File: src/rtl/cw305_crypto_pkg.sv
// -----------------------------------------------------------------------------
// cw305_crypto_pkg
//   Shared definitions for the CW305 crypto-run sequencer.
//   - run_state_e           : sequencer FSM state encoding
//   - CRYPTO_TEXT_WIDTH     : default key / plaintext width (board header value)
//   - CRYPTO_CIPHER_WIDTH   : default ciphertext width (board header value)
//   - CRYPTO_BUSY_WAIT      : default cycles allowed for core busy to rise
//   - CRYPTO_TIMEOUT_CYCLES : default RUN-state timeout (timeout build only)
// -----------------------------------------------------------------------------
package cw305_crypto_pkg;

  localparam int CRYPTO_TEXT_WIDTH     = 128;
  localparam int CRYPTO_CIPHER_WIDTH   = 128;
  localparam int CRYPTO_BUSY_WAIT      = 4;
  localparam int CRYPTO_TIMEOUT_CYCLES = 65535;

  typedef enum logic [2:0] {
    ST_IDLE    = 3'd0,
    ST_LOAD    = 3'd1,
    ST_FIRE    = 3'd2,
    ST_WAIT    = 3'd3,
    ST_RUN     = 3'd4,
    ST_CAPTURE = 3'd5
  } run_state_e;

endpackage

File: src/rtl/crypto_run_ctrl.sv
// -----------------------------------------------------------------------------
// crypto_run_ctrl
//   Sequencer between the CW305 register block and the crypto core under test.
//   Accepts a start request, latches key/plaintext, fires the core with a
//   one-cycle pulse, follows core busy, captures the ciphertext and frames the
//   power-capture trigger window (high in FIRE, WAIT and RUN).
//   Everything runs on clk (crypt_clk); rst_n is asynchronous, active-low.
//
// Ports
//   clk, rst_n              clock / async active-low reset
//   start_i                 start request (accepted only in IDLE)
//   key_i, textin_i         key / plaintext from the register block
//   ready_o                 high while IDLE
//   done_o                  set on capture, cleared by the next accepted start
//   err_o                   sticky timeout flag, cleared by next accepted start
//   cipher_o                last captured ciphertext
//   run_cnt_o               completed-run counter (wraps, timeouts not counted)
//   core_start_o            one-cycle start pulse to the core
//   core_key_o, core_text_o key / plaintext held stable for the whole run
//   core_busy_i, core_ct_i  core busy and ciphertext
//   trigger_o               scope trigger window
//
// Build option
//   CRYPTO_RUN_TIMEOUT_EN : when defined, RUN is limited to TIMEOUT_CYCLES
//                           cycles; expiry sets err_o and returns to IDLE.
//                           When undefined, RUN waits forever, err_o is 0.
// -----------------------------------------------------------------------------
module crypto_run_ctrl
  import cw305_crypto_pkg::*;
#(
  parameter int TEXT_W         = CRYPTO_TEXT_WIDTH,
  parameter int CIPHER_W       = CRYPTO_CIPHER_WIDTH,
  parameter int BUSY_WAIT      = CRYPTO_BUSY_WAIT,
  parameter int TIMEOUT_CYCLES = CRYPTO_TIMEOUT_CYCLES
) (
  input  logic                clk,
  input  logic                rst_n,
  input  logic                start_i,
  input  logic [TEXT_W-1:0]   key_i,
  input  logic [TEXT_W-1:0]   textin_i,
  output logic                ready_o,
  output logic                done_o,
  output logic                err_o,
  output logic [CIPHER_W-1:0] cipher_o,
  output logic [15:0]         run_cnt_o,
  output logic                core_start_o,
  output logic [TEXT_W-1:0]   core_key_o,
  output logic [TEXT_W-1:0]   core_text_o,
  input  logic                core_busy_i,
  input  logic [CIPHER_W-1:0] core_ct_i,
  output logic                trigger_o
);

  // WAIT cycle index on which a still-low busy means "zero-latency core".
  localparam logic [7:0] WAIT_LAST = 8'(BUSY_WAIT - 1);

  run_state_e          state_q, state_d;
  logic [7:0]          wait_cnt_q, wait_cnt_d;
  logic [TEXT_W-1:0]   key_q, key_d;
  logic [TEXT_W-1:0]   text_q, text_d;
  logic [CIPHER_W-1:0] cipher_q, cipher_d;
  logic                done_q, done_d;
  logic [15:0]         run_cnt_q, run_cnt_d;

`ifdef CRYPTO_RUN_TIMEOUT_EN
  // RUN cycle index on which a still-high busy is declared a timeout.
  localparam logic [15:0] TIMEOUT_LAST = 16'(TIMEOUT_CYCLES - 1);
  logic        err_q, err_d;
  logic [15:0] to_cnt_q, to_cnt_d;
`else
  // No timeout counter in this build; the parameter is kept only so both
  // builds share one parameter list.
  if (TIMEOUT_CYCLES < 1) begin : g_timeout_param_unused
  end
`endif

  // ---------------------------------------------------------------------------
  // State / datapath registers
  // ---------------------------------------------------------------------------
  always_ff @(posedge clk or negedge rst_n) begin
    if (!rst_n) begin
      state_q    <= ST_IDLE;
      wait_cnt_q <= '0;
      key_q      <= '0;
      text_q     <= '0;
      cipher_q   <= '0;
      done_q     <= 1'b0;
      run_cnt_q  <= '0;
`ifdef CRYPTO_RUN_TIMEOUT_EN
      err_q      <= 1'b0;
      to_cnt_q   <= '0;
`endif
    end else begin
      state_q    <= state_d;
      wait_cnt_q <= wait_cnt_d;
      key_q      <= key_d;
      text_q     <= text_d;
      cipher_q   <= cipher_d;
      done_q     <= done_d;
      run_cnt_q  <= run_cnt_d;
`ifdef CRYPTO_RUN_TIMEOUT_EN
      err_q      <= err_d;
      to_cnt_q   <= to_cnt_d;
`endif
    end
  end

  // ---------------------------------------------------------------------------
  // Next-state and datapath update
  // ---------------------------------------------------------------------------
  always_comb begin
    state_d    = state_q;
    // Both cycle counters restart from zero whenever their state is left, so
    // each WAIT / RUN visit is timed from its own first cycle.
    wait_cnt_d = '0;
    key_d      = key_q;
    text_d     = text_q;
    cipher_d   = cipher_q;
    done_d     = done_q;
    run_cnt_d  = run_cnt_q;
`ifdef CRYPTO_RUN_TIMEOUT_EN
    err_d      = err_q;
    to_cnt_d   = '0;
`endif

    case (state_q)
      ST_IDLE: begin
        if (start_i) begin
          state_d = ST_LOAD;
          key_d   = key_i;
          text_d  = textin_i;
          done_d  = 1'b0;
`ifdef CRYPTO_RUN_TIMEOUT_EN
          err_d   = 1'b0;
`endif
        end
      end

      ST_LOAD: state_d = ST_FIRE;

      ST_FIRE: state_d = ST_WAIT;

      ST_WAIT: begin
        // A busy pulse only one cycle long still goes through RUN, which then
        // sees busy low and captures on the following edge.
        if (core_busy_i) begin
          state_d = ST_RUN;
        end else if (wait_cnt_q == WAIT_LAST) begin
          state_d = ST_CAPTURE;
        end else begin
          wait_cnt_d = wait_cnt_q + 8'd1;
        end
      end

      ST_RUN: begin
        // Busy falling wins over a timeout landing on the same cycle.
        if (!core_busy_i) begin
          state_d = ST_CAPTURE;
        end
`ifdef CRYPTO_RUN_TIMEOUT_EN
        else if (to_cnt_q == TIMEOUT_LAST) begin
          state_d = ST_IDLE;
          err_d   = 1'b1;
        end else begin
          to_cnt_d = to_cnt_q + 16'd1;
        end
`endif
      end

      ST_CAPTURE: begin
        state_d   = ST_IDLE;
        cipher_d  = core_ct_i;
        done_d    = 1'b1;
        run_cnt_d = run_cnt_q + 16'd1;
      end

      default: state_d = ST_IDLE;
    endcase
  end

  // ---------------------------------------------------------------------------
  // State-decoded outputs; decoded straight from state_q so that an async
  // reset drops the core pulse and trigger immediately.
  // ---------------------------------------------------------------------------
  always_comb begin
    ready_o      = 1'b0;
    core_start_o = 1'b0;
    trigger_o    = 1'b0;
    case (state_q)
      ST_IDLE: ready_o = 1'b1;
      ST_FIRE: begin
        core_start_o = 1'b1;
        trigger_o    = 1'b1;
      end
      ST_WAIT, ST_RUN: trigger_o = 1'b1;
      default: ;
    endcase
  end

  assign done_o      = done_q;
  assign cipher_o    = cipher_q;
  assign run_cnt_o   = run_cnt_q;
  assign core_key_o  = key_q;
  assign core_text_o = text_q;

`ifdef CRYPTO_RUN_TIMEOUT_EN
  assign err_o = err_q;
`else
  assign err_o = 1'b0;
`endif

endmodule
File: config.mk
export PLATFORM = sky130hd
export DESIGN_NAME = crypto_run_ctrl
export DESIGN_NICKNAME = d
export VERILOG_FILES = /design/src/rtl/cw305_crypto_pkg.sv /design/src/rtl/crypto_run_ctrl.sv
export SDC_FILE = /design/constraint.sdc
export NUM_CORES = 1
export LEC_CHECK = 0
export CORE_AREA = 4 4 305 307
export CTS_CLUSTER_DIAMETER = 80
export DETAILED_ROUTE_END_ITERATION = 16
export DIE_AREA = 0 0 309 311
export DONT_BUFFER_PORTS = 1
export PLACE_DENSITY = 0.32
export SKIP_LAST_GASP = 1
export SLEW_MARGIN = 40
export SYNTH_ARGS = -nofsm -noshare
export SYNTH_HDL_FRONTEND = slang
export SYNTH_SLANG_ARGS = --single-unit
File: constraint.sdc
create_clock -name clk -period 2 [get_ports clk]
set_input_delay 0.4 -clock clk [delete_from_list [all_inputs] [get_ports clk]]
set_output_delay 0.4 -clock clk [all_outputs]
set_load 0.01 [all_outputs]
**After elaboration in Yosys (flattened, before gate mapping)**

Cells that the tools add are included.

- Flip-flop bits (word level): 412

- Add/sub/neg operators: 2
- Equality and inequality tests: 9
- Muxes and demuxes: 13
- Reductions and logical operators: 6

Operators by type and width:

| operator | count |
|---|---|
| 2-to-1 mux 8 bit | 3 |
| adder 16 x 1 -> 16 bit (second input constant) | 1 |
| case mux 3 bit (5 select lines) | 1 |
| 2-to-1 mux 3 bit | 4 |
| adder 8 x 1 -> 8 bit (second input constant) | 1 |
| == test 8 x 2 -> 1 bit (second input constant) | 1 |
| == test 3 x 2 -> 1 bit (second input constant) | 2 |
| == test 3 bit (second input constant) | 2 |
| 2-to-1 mux 1 bit | 4 |
| inequality test 2 bit (second input constant) | 2 |
| AND reduction 2 bit | 2 |
| == test 3 x 1 -> 1 bit (second input constant) | 1 |
| logical NOT 3 bit | 1 |
| inequality test 3 bit (second input constant) | 1 |
| AND reduction 3 bit | 1 |
| OR reduction 3 bit | 1 |
| case mux 1 bit (2 select lines) | 1 |
| nonzero test 2 bit | 1 |

**Logic depth before layout (Yosys ltp)**

Gate-level depths: netlist (run 1).

- Depth in word-level cells: 4
- Gate-level depth with buffers: 7
- Depth with buffers taken out: 5

**Worst setup path after synthesis (run 1)**

No wires, ideal clock.

- Path kind: register to register
- From: reg state_q[2]
- To: reg key_q[0], in the netlist core_key_o[0]
- Library setup time: 0.125 ns
- Arrival time: 1.603 ns
- Setup slack: 0.272 ns
- Stages on the path, launching flop included: 8
- Buffers on the path: 4
- Cell sequence: dfrtp_1 > buf_6 > nor3_4 > and2_4 > buf_8 > buf_12 > buf_12 > mux2_4

- Word-level cells in the longest chain between the ends: 2

RTL lines:

| item | line | RTL |
|---|---|---|
| start, declared | crypto_run_ctrl.sv:57 | `run_state_e state_q, state_d;` |
| start signal, assigned | crypto_run_ctrl.sv:94 | `state_q <= state_d;` |
| logical NOT 3 bit | crypto_run_ctrl.sv:126 | `case (state_q)` |
| AND reduction 2 bit (no line) | - |  |
| end signal, assigned | crypto_run_ctrl.sv:96 | `key_q <= key_d;` |
| end, declared | crypto_run_ctrl.sv:59 | `logic [TEXT_W-1:0] key_q, key_d;` |

No other way between the ends.
A chain may end at the register's enable or synchronous reset.

**Worst setup path in the final report (run 1)**

- From: reg state_q[1]
- To: out trigger_o

- Word-level cells in the longest chain between the ends: 3
- Elaborated cells on any way between the ends: 5
- Classes of those cells: eq/ne (3); mux (1); reduce/logical (1)

RTL lines:

| item | line | RTL |
|---|---|---|
| == test 3 bit or == test 3 x 2 -> 1 bit (tied branches) | crypto_run_ctrl.sv:189 | `case (state_q)` |
| OR reduction 3 bit (no line) (*) | - |  |
| 2-to-1 mux 1 bit (*) | crypto_run_ctrl.sv:189 |  |
| end, declared | crypto_run_ctrl.sv:51 | `output logic trigger_o` |

Every way passes the cells marked *; elsewhere a longest branch is shown, timed or not.

==> results_dict.tcl, run 1 <==
set metrics [dict create \
    num-fill-cells 9357 \
    required_ns 1.60 \
    path_clk_slew_ns 0.05 \
    syn_area_per_cell_um2 13.8 \
    antenna_found_initial 1 \
    finalCritPeriodShare_pct 95.0 \
    syn_nets 1594 \
    end_kind "primary output" \
    seq_area_frac_synth_pct 62.0 \
    cts_tree "built" \
    critical_path_peak_fanout 9 \
    syn_to_final_growth_pct 41.0 \
    io_buffers 0 \
    slew_violations 145 \
    wire_per_inst_um 19.1 \
    worst_pin_slew_ns 1.87 \
    slowest_stage "dfrtp_1" \
    maxSlewHeadroom_pct -25.0 \
    vdd_drop_max_uv 592 \
    gp_congestion 0.770 \
    ff_latch_area_mm2 0.0103 \
    clockBufferDepth 3 \
    syn_inst 1204 \
    timing.fmax_mhz 526 \
    grt_pass1_wl_mm 78.7 \
    multi_input_area_mm2 0.00567 \
    postRouteAntennaNets 0 \
    dr.pass1.iters 4 \
    grt_setup_unrepaired "false" \
    syn_area_mm2 0.0166 \
    grt_use_met3_pct 4.26 \
    final_area_mm2 0.0235 \
    dp_hpwl_mm 38.6 \
    grt_remaining_overflow 0 \
    start_util_pct 18.5 \
    grt-busiest-layer "met2" \
    drtIter0Drc 607 \
    dpl-instance-area_mm2 0.0179 \
    cellPowerDensity_mw_per_mm2 1540 \
    rows 110 \
    fin_hold_ws_ns -0.477 \
    met2_usage_pct 20.2 \
    cap_violations 0 \
    cp.arrival_ns 1.50 \
    synth-async-reset-ratio_pct 100 \
    finalNetCount 2011 \
    cts-buffers-inserted 50 \
    critPathMaxStageDelay_ns 0.40 \
    cts-root-buf "clkbuf_16" \
    hold_path.class "primary input to async pin" \
    dieHeight_um 311 \
    grt_max_degree 413 \
    core_mm2 0.0900 \
    synth_cell_types 34 \
    p_leak_nw 10.6 \
    synth_seq_cells 412 \
    ios 793 \
    fp.dieW_um 309 \
    critPathBufInv 1 \
    cp_top_family "flip-flops" \
    clk_latency_ns 0.58 \
    start_kind "register" \
    violations "negative hold slack, max-slew violations" \
    htreeDepth 2 \
    hold_violations 412 \
    drc 0 \
    period_needed_ns 1.90 \
    drive_gt1_share_pct 21.7 \
    yosysWarnings 0 \
    vias_per_cell 3.72 \
    cts_hold_buf 381 \
    status "finished with violations" \
    fin_cells 2834 \
    wirelength_mm 54.1 \
    met1_usage_pct 10.0 \
    ys.flop_type "dfrtp_1" \
    vias 10500 \
    setup_viol 0 \
    dp_cells 2363 \
    fin_tns_setup_ns 0 \
    cts.sinks 412 \
    grt_pass1_vias 12100 \
    grt_usage_pct 10.6 \
    clock_skew_ns 0.00836 \
    synth_edf_count 0 \
    critical_path.cell_chain "buf_4 -> nor2_2 -> nand2_1 -> nand2_2" \
    dieArea_mm2 0.0961 \
    critPathKind "register to primary output" \
]
cell type report:
cell class / instances / area share, %
sequential: 412 / 43.9
multi-input combinational: 728 / 24.1
timing repair buffer: 426 / 18.3
tap: 1176 / 6.27
clock buffer: 74 / 6.19
clock inverter: 14 / 1.08
inverter: 3 / 0.0480
antenna: 1 / 0.0107
sequential cells by signal, indices dropped and copies added, names as in the netlist:
name,count
run_cnt_o,16
core_text_o,128
done_o,1
wait_cnt_q,8
state_q,3
cipher_o,128
core_key_o,128
path summary, 6_finish.rpt:
kind                                    startpoint                            to  slack, ns  cells after the start
min in group clk                     core_ct_i[35]      cipher_o[35]$_DFFE_PN0P_       0.06                      2
hold / removal                               rst_n  core_text_o[109]$_DFFE_PN0P_      -0.48                      0
setup reg to reg            state_q[0]$_DFFE_PN0P_   core_key_o[109]$_DFFE_PN0P_       0.11                      6
hold reg to reg            wait_cnt_q[0]$_DFF_PN0_       wait_cnt_q[0]$_DFF_PN0_       0.52                      1
setup / recovery            state_q[1]$_DFFE_PN0P_                     trigger_o        0.1                      4
max in group asynchronous                    rst_n   core_text_o[50]$_DFFE_PN0P_       0.99                      0
cells by family (layout without fill, tap and decap cells):
family / count (synthesis) / after routing / synth area share, %
other cells: 1 / 2 / 0.0225
mux: 256 / 256 / 21.8
xor+xnor: 21 / 21 / 1.11
flops: 412 / 412 / 62.0
compound gates: 6 / 6 / 0.211
simple gates: 442 / 442 / 10.6
buf+inv: 64 / 517 / 4.14
fa+ha+maj: 2 / 2 / 0.150
report_power, final:
group / leakage (nW) / internal, W / switching (W)
combinational: 4.79 / 0.00550 / 0.00310
clock: 0.837 / 0.00589 / 0.00360
sequential: 4.95 / 0.0124 / 0.00572
total: 10.6 / 0.0238 / 0.0124
per-stage QoR:
stage	worst slack [ns]	power (W)	utilization, %
4_1_cts	-0.0145	0.0369	26.1
3_3_place_gp	0.184	0.0263	19.9
6_report	0.0990	0.0363	26.1
2_1_floorplan	0.272	0.0237	-
3_5_place_dp	0.167	0.0264	19.9
5_1_grt	0.00507	0.0383	26.1
repair_timing:
item,CTS,global route
pin swaps,2,1
cloned,0,0
setup endpoints to repair,2,1
resized for setup,3,2
endpoints found under the hold margin,796,412
setup buffers,1,0
cell usage after synthesis (all sizes together), types with 3 or more instances:
| cell type | number | area (µm²) |
|---|---|---|
| dfrtp | 412 | 10300 |
| xnor2 | 12 | 105 |
| inv | 3 | 11.3 |
| nand3 | 8 | 40.0 |
| and4 | 3 | 26.3 |
| nand4 | 4 | 25.0 |
| mux2 | 256 | 3630 |
| clkbuf | 15 | 56.3 |
| buf | 46 | 622 |
| nor3 | 5 | 36.3 |
| and3 | 3 | 18.8 |
| nand2 | 396 | 1490 |
| xor2 | 9 | 78.8 |
| nor2 | 16 | 60.1 |
worst reg2reg max path, stage by stage, from the launching register on:
cell     delay (ns)
dfrtp_1        0.37
buf_4          0.14
nor3_4         0.16
and2_4         0.30
buf_12         0.21
buf_12         0.23
mux2_2         0.37
per-layer routing:
layer / vias to the layer above / wire [µm]
li1: 4762 / -
met1: 5151 / 17900
met2: 529 / 28700
met3: 92 / 5770
met4: 0 / 1680
met5: - / 0
placed cells by master (no fill, tap or decap), types with 13 or more instances in the layout:
cell and n:
buf_4 33, clkbuf_1 14, clkbuf_16 51, dfrtp_1 412
dlygate4sd3_1 381, mux2_1 24, mux2_2 32, mux2_4 200
nand2_1 395, nor2_1 13
(Power assumes the default switching activity.)
==> run 2, diff against run 1 <==
==> constraint.sdc (replaced) <==
create_clock -name clk -period 2 [get_ports clk]
set_input_delay 0 -clock clk [delete_from_list [all_inputs] [get_ports clk]]
set_output_delay 0 -clock clk [all_outputs]
set_load 0.1 [all_outputs]
==> results_dict.tcl, run 2 (synthesis gave the netlist of run 1 again) <==
set metrics [dict create \
    status "finished with violations" \
    violations "negative hold slack" \
    clock_skew_ns 0.0192 \
    dp_hpwl_mm 42.1 \
    clk_latency_ns 0.61 \
    dieArea_mm2 0.0961 \
    finalCritPeriodShare_pct 92.9 \
    gp_congestion 0.793 \
    path_clk_slew_ns 0.06 \
    cp.arrival_ns 2.39 \
    wire_per_inst_um 17.9 \
    grt_usage_pct 11.6 \
    critPathMaxStageDelay_ns 0.56 \
    final_util_pct 30.2 \
    grt_setup_unrepaired "false" \
    cts-buffers-inserted 51 \
    dieHeight_um 311 \
    maxSlewHeadroom_pct 43.3 \
    drtIter0Drc 505 \
    timing.fmax_mhz 538 \
    cts-resized-gates 0 \
    cts-root-buf "clkbuf_16" \
    finalNetCount 2467 \
    r2r-end "cipher_o[46]$_DFFE_PN0P_" \
    critical_path_peak_fanout 26 \
    cts.sinks 412 \
    worst_pin_slew_ns 0.850 \
    period_needed_ns 1.86 \
    rows 110 \
    wirelength_mm 59.0 \
    grt_remaining_overflow 0 \
    r2r_slack_ns 0.14 \
    ios 793 \
    final_area_mm2 0.0272 \
    start_kind "register" \
    hold_violations 412 \
    critPathMostFrequentCell "nand2_1" \
    cts_hold_buf 434 \
    vias 12200 \
    dpl-instance-area_mm2 0.0211 \
    postRouteAntennaNets 0 \
    antenna_found_initial 0 \
    setup_viol 0 \
    clockBufferDepth 3 \
    mostFrequentLayoutCells "434 x dlygate4sd3_1, 433 x buf_4, 406 x dfrtp_1, 396 x nand2_1, 235 x mux2_4" \
    slew_violations 0 \
    cts_tree "built" \
    fin_hold_ws_ns -0.879 \
    required_ns 2.53 \
    reg2reg_depth 7 \
    grt_pass1_vias 13600 \
    slowest_stage "dlygate4sd3_1" \
    io_buffers 0 \
    grt_pass1_wl_mm 85.7 \
    layout_commonest_cell "dlygate4sd3_1" \
    cap_violations 0 \
    rr_startpoint "state_q[0]$_DFFE_PN0P_" \
    core_mm2 0.0900 \
    drc 0 \
    grt_max_degree 413 \
    hold_path.class "primary input to async pin" \
    htreeDepth 2 \
    dr.pass1.iters 4 \
    end_kind "register" \
    antennaDiodeCount 0 \
    drive_gt1_share_pct 37.6 \
    start_util_pct 18.5 \
    vias_per_cell 3.71 \
    critPathKind "register to register" \
    syn_to_final_growth_pct 63.2 \
    fp.dieW_um 309 \
    critical_path.cell_chain "buf_4 -> nand2_1 -> nor2_4 -> buf_12 -> nand2_1 -> dlygate4sd3_1 -> nand2_1" \
]
run 2: changes by cell type in the layout (fill, tap and decap cells not counted), sizes merged:
cell and change:
bufinv -6, diode -1, clkinv +4, buf +401, clkbuf +8, dlygate4sd3 +53
inv +1
run 2: area by class of cell:
cell class / instances / area [µm²]
Sequential cell: 412 / 10300
Fill cell: 9173 / 62900
Inverter: 3 / 11.3
Clock buffer: 81 / 1580
Clock inverter: 13 / 109
Multi-Input combinational cell: 728 / 5780
Tap cell: 1176 / 1470
Timing Repair Buffer: 881 / 7880
run 2: worst max-delay path by stage:
stage / from / endpoint / depth (start not counted)
global placement: state_q[2]$_DFFE_PN0P_ / core_key_o[96]$_DFFE_PN0P_ / 5
detailed placement: state_q[2]$_DFFE_PN0P_ / core_key_o[97]$_DFFE_PN0P_ / 5
CTS: state_q[0]$_DFFE_PN0P_ / cipher_o[80]$_DFFE_PN0P_ / 7
finish: state_q[0]$_DFFE_PN0P_ / cipher_o[46]$_DFFE_PN0P_ / 7
floorplan: state_q[2]$_DFFE_PN0P_ / core_key_o[0]$_DFFE_PN0P_ / 7
global route: state_q[0]$_DFFE_PN0P_ / cipher_o[45]$_DFFE_PN0P_ / 7
run 2: worst max-delay path, delay by kind of cell (launching register included):
family | cells | cell delay (ns)
buffers and inverters | 3 | 0.95
and+or+nand+nor | 4 | 0.40
DFF | 1 | 0.39
run 2: metrics by stage:
step | setup WS, ns | hold slack, ns | std cells | setup TNS, ns
finish | 0.142 | -0.879 | 3294 | 0
global route | 0.0155 | -0.939 | 3294 | 0
CTS | 0.0971 | -0.967 | 3292 | 0
detailed placement | 0.198 | -0.283 | 2764 | 0
global placement | 0.219 | -0.273 | 2764 | 0
floorplan | -0.436 | -0.296 | 1204 | -108.36
run 2: routing by layer:
layer  vias up  share of wire (%)  global-route usage, %
li1       5676                  -                      -
met1      5949                 35                   11.6
met2       511                 52                   21.7
met3        96                9.5                   4.34
met4         0                3.3                   4.33
met5         -                  0                      0
run 2: timing repair:
item / 4_1_cts / 5_1_grt
endpoints found under the setup margin: 0 / 10
buffers inserted: 0 / 1
endpoints found under the hold margin: 807 / 412
Power of run 2 is not shown: default switching activity piles up to over one toggle a cycle in this logic, so the estimate is an artifact.
==> run 3, diff against run 2 <==
--- a/config.mk
+++ b/config.mk
@@ -10,6 +10,7 @@
 export DETAILED_ROUTE_END_ITERATION = 16
 export DIE_AREA = 0 0 309 311
 export DONT_BUFFER_PORTS = 1
+export GPL_TIMING_DRIVEN = 0
 export PLACE_DENSITY = 0.32
 export SKIP_LAST_GASP = 1
 export SLEW_MARGIN = 40
==> results_dict.tcl, run 3 (synthesis gave the netlist of run 1 again) <==
set metrics [dict create \
    antenna_found_initial 4 \
    status "finished with violations" \
    cts_hold_buf 441 \
    drc 0 \
    violations "negative hold slack" \
    wire_per_inst_um 20.2 \
    end_kind "register" \
    io_buffers 0 \
    cap_violations 0 \
    required_ns 2.47 \
    vias 11100 \
    cts-root-buf "clkbuf_16" \
    postRouteAntennaNets 0 \
    cp.arrival_ns 2.36 \
    cts-buffers-inserted 53 \
    clock_skew_ns 0.0130 \
    fp.dieW_um 309 \
    path_clk_slew_ns 0.06 \
    clk_latency_ns 0.60 \
    dieArea_mm2 0.0961 \
    maxSlewHeadroom_pct 39.4 \
    grt_max_degree 413 \
    worst_pin_slew_ns 0.909 \
    timing.fmax_mhz 529 \
    clockBufferDepth 3 \
    cts_tree "built" \
    hold_path.class "primary input to async pin" \
    grt_remaining_overflow 0 \
    gp_congestion 0.798 \
    slew_violations 0 \
    finalCritPeriodShare_pct 94.5 \
    period_needed_ns 1.89 \
    setup_viol 0 \
    core_mm2 0.0900 \
    cts.sinks 412 \
    dr.pass1.iters 6 \
    start_kind "register" \
    mostFrequentLayoutCells "441 x dlygate4sd3_1, 395 x nand2_1, 391 x dfrtp_2, 235 x mux2_4, 55 x clkbuf_16" \
    drive_gt1_share_pct 46.3 \
    critPathKind "register to register" \
    dp_hpwl_mm 42.6 \
    hold_violations 330 \
    grt_usage_pct 11.7 \
    rr_startpoint "state_q[1]$_DFFE_PN0P_" \
    layout_commonest_cell "dlygate4sd3_1" \
    ios 793 \
    drtIter0Drc 520 \
    finalNetCount 2096 \
    cp-startpoint "state_q[1]$_DFFE_PN0P_" \
    dpl-instance-area_mm2 0.0187 \
    fin_tns_setup_ns 0 \
    fin_hold_ws_ns -0.894 \
    final_util_pct 28.0 \
    grt_pass1_vias 12500 \
    final_area_mm2 0.0252 \
    wirelength_mm 59.0 \
    grt_pass1_wl_mm 85.0 \
    syn_to_final_growth_pct 51.7 \
    dieHeight_um 311 \
    start_util_pct 18.5 \
    vias_per_cell 3.79 \
    grt_setup_unrepaired "false" \
    num-fill-cells 9065 \
    critical_path_peak_fanout 10 \
    rows 110 \
    htreeDepth 2 \
]
## run 3: changes by cell type in the layout (fill, tap and decap cells not counted), moves of 4 or more
cell           before  now
clkbuf_8           17   21
buf_8               0    5
dfrtp_1           406   15
dfrtp_4             0    6
buf_16              0    4
buf_12             13   22
clkbuf_2            0    5
buf_2               0   14
buf_4             433    4
dfrtp_2             6  391
dlygate4sd3_1     434  441
clkbuf_1           12   16
## run 3: final cells by class
class | count | area (µm²) | area share, %
diodes | 3 | 7.51 | 0.0297
plain buffers | 61 | 701 | 2.78
flip-flops and latches | 412 | 10800 | 42.9
repair buffers | 447 | 4540 | 18.0
well taps | 1176 | 1470 | 5.83
clock inverters | 18 | 216 | 0.858
multi-input cells | 728 | 5790 | 22.9
clock buffers | 82 | 1690 | 6.69
inverters | 3 | 11.3 | 0.0446
## run 3: path summary, 6_finish.rpt
check                      slack, ns  depth (start not counted)                           end
setup / recovery                0.11                          7  core_text_o[118]$_DFFE_PN0P_
hold / removal                 -0.89                          0       cipher_o[8]$_DFFE_PN0P_
max in group asynchronous       1.50                          2      cipher_o[84]$_DFFE_PN0P_
hold reg to reg                 0.52                          1       wait_cnt_q[0]$_DFF_PN0_
setup reg to reg                0.11                          7  core_text_o[118]$_DFFE_PN0P_
min in group clk                0.06                          3       cipher_o[9]$_DFFE_PN0P_
## run 3: metal layers
metal  part of all wire, %  global-route usage [%]
met1                    34                    11.4
met2                    52                    21.7
met3                    10                    4.57
met4                   3.7                    4.80
met5                     0                       0
## run 3: worst max-delay path, stage by stage, from the launching register on
cell and delay (ns):
dfrtp_1 0.35, buf_4 0.17, nor3_4 0.20, and2_4 0.17
buf_8 0.15, buf_12 0.20, buf_12 0.18, mux2_4 0.31
## run 3: metrics by stage
stage / std cells / worst slack [ns]
2_1_floorplan: 1204 / -0.436
3_3_place_gp: 2380 / -0.704
3_5_place_dp: 2381 / -0.380
4_1_cts: 2923 / 0.0492
5_1_grt: 2930 / 0.0189
6_report: 2930 / 0.111
## run 3: timing repair
item	4_1_cts	5_1_grt
setup buffers	1	0
pin swaps	1	0
hold endpoints to repair	807	307
gates resized for setup	6	12
setup endpoints to repair	287	29
Power of run 3 is left out for the same reason.
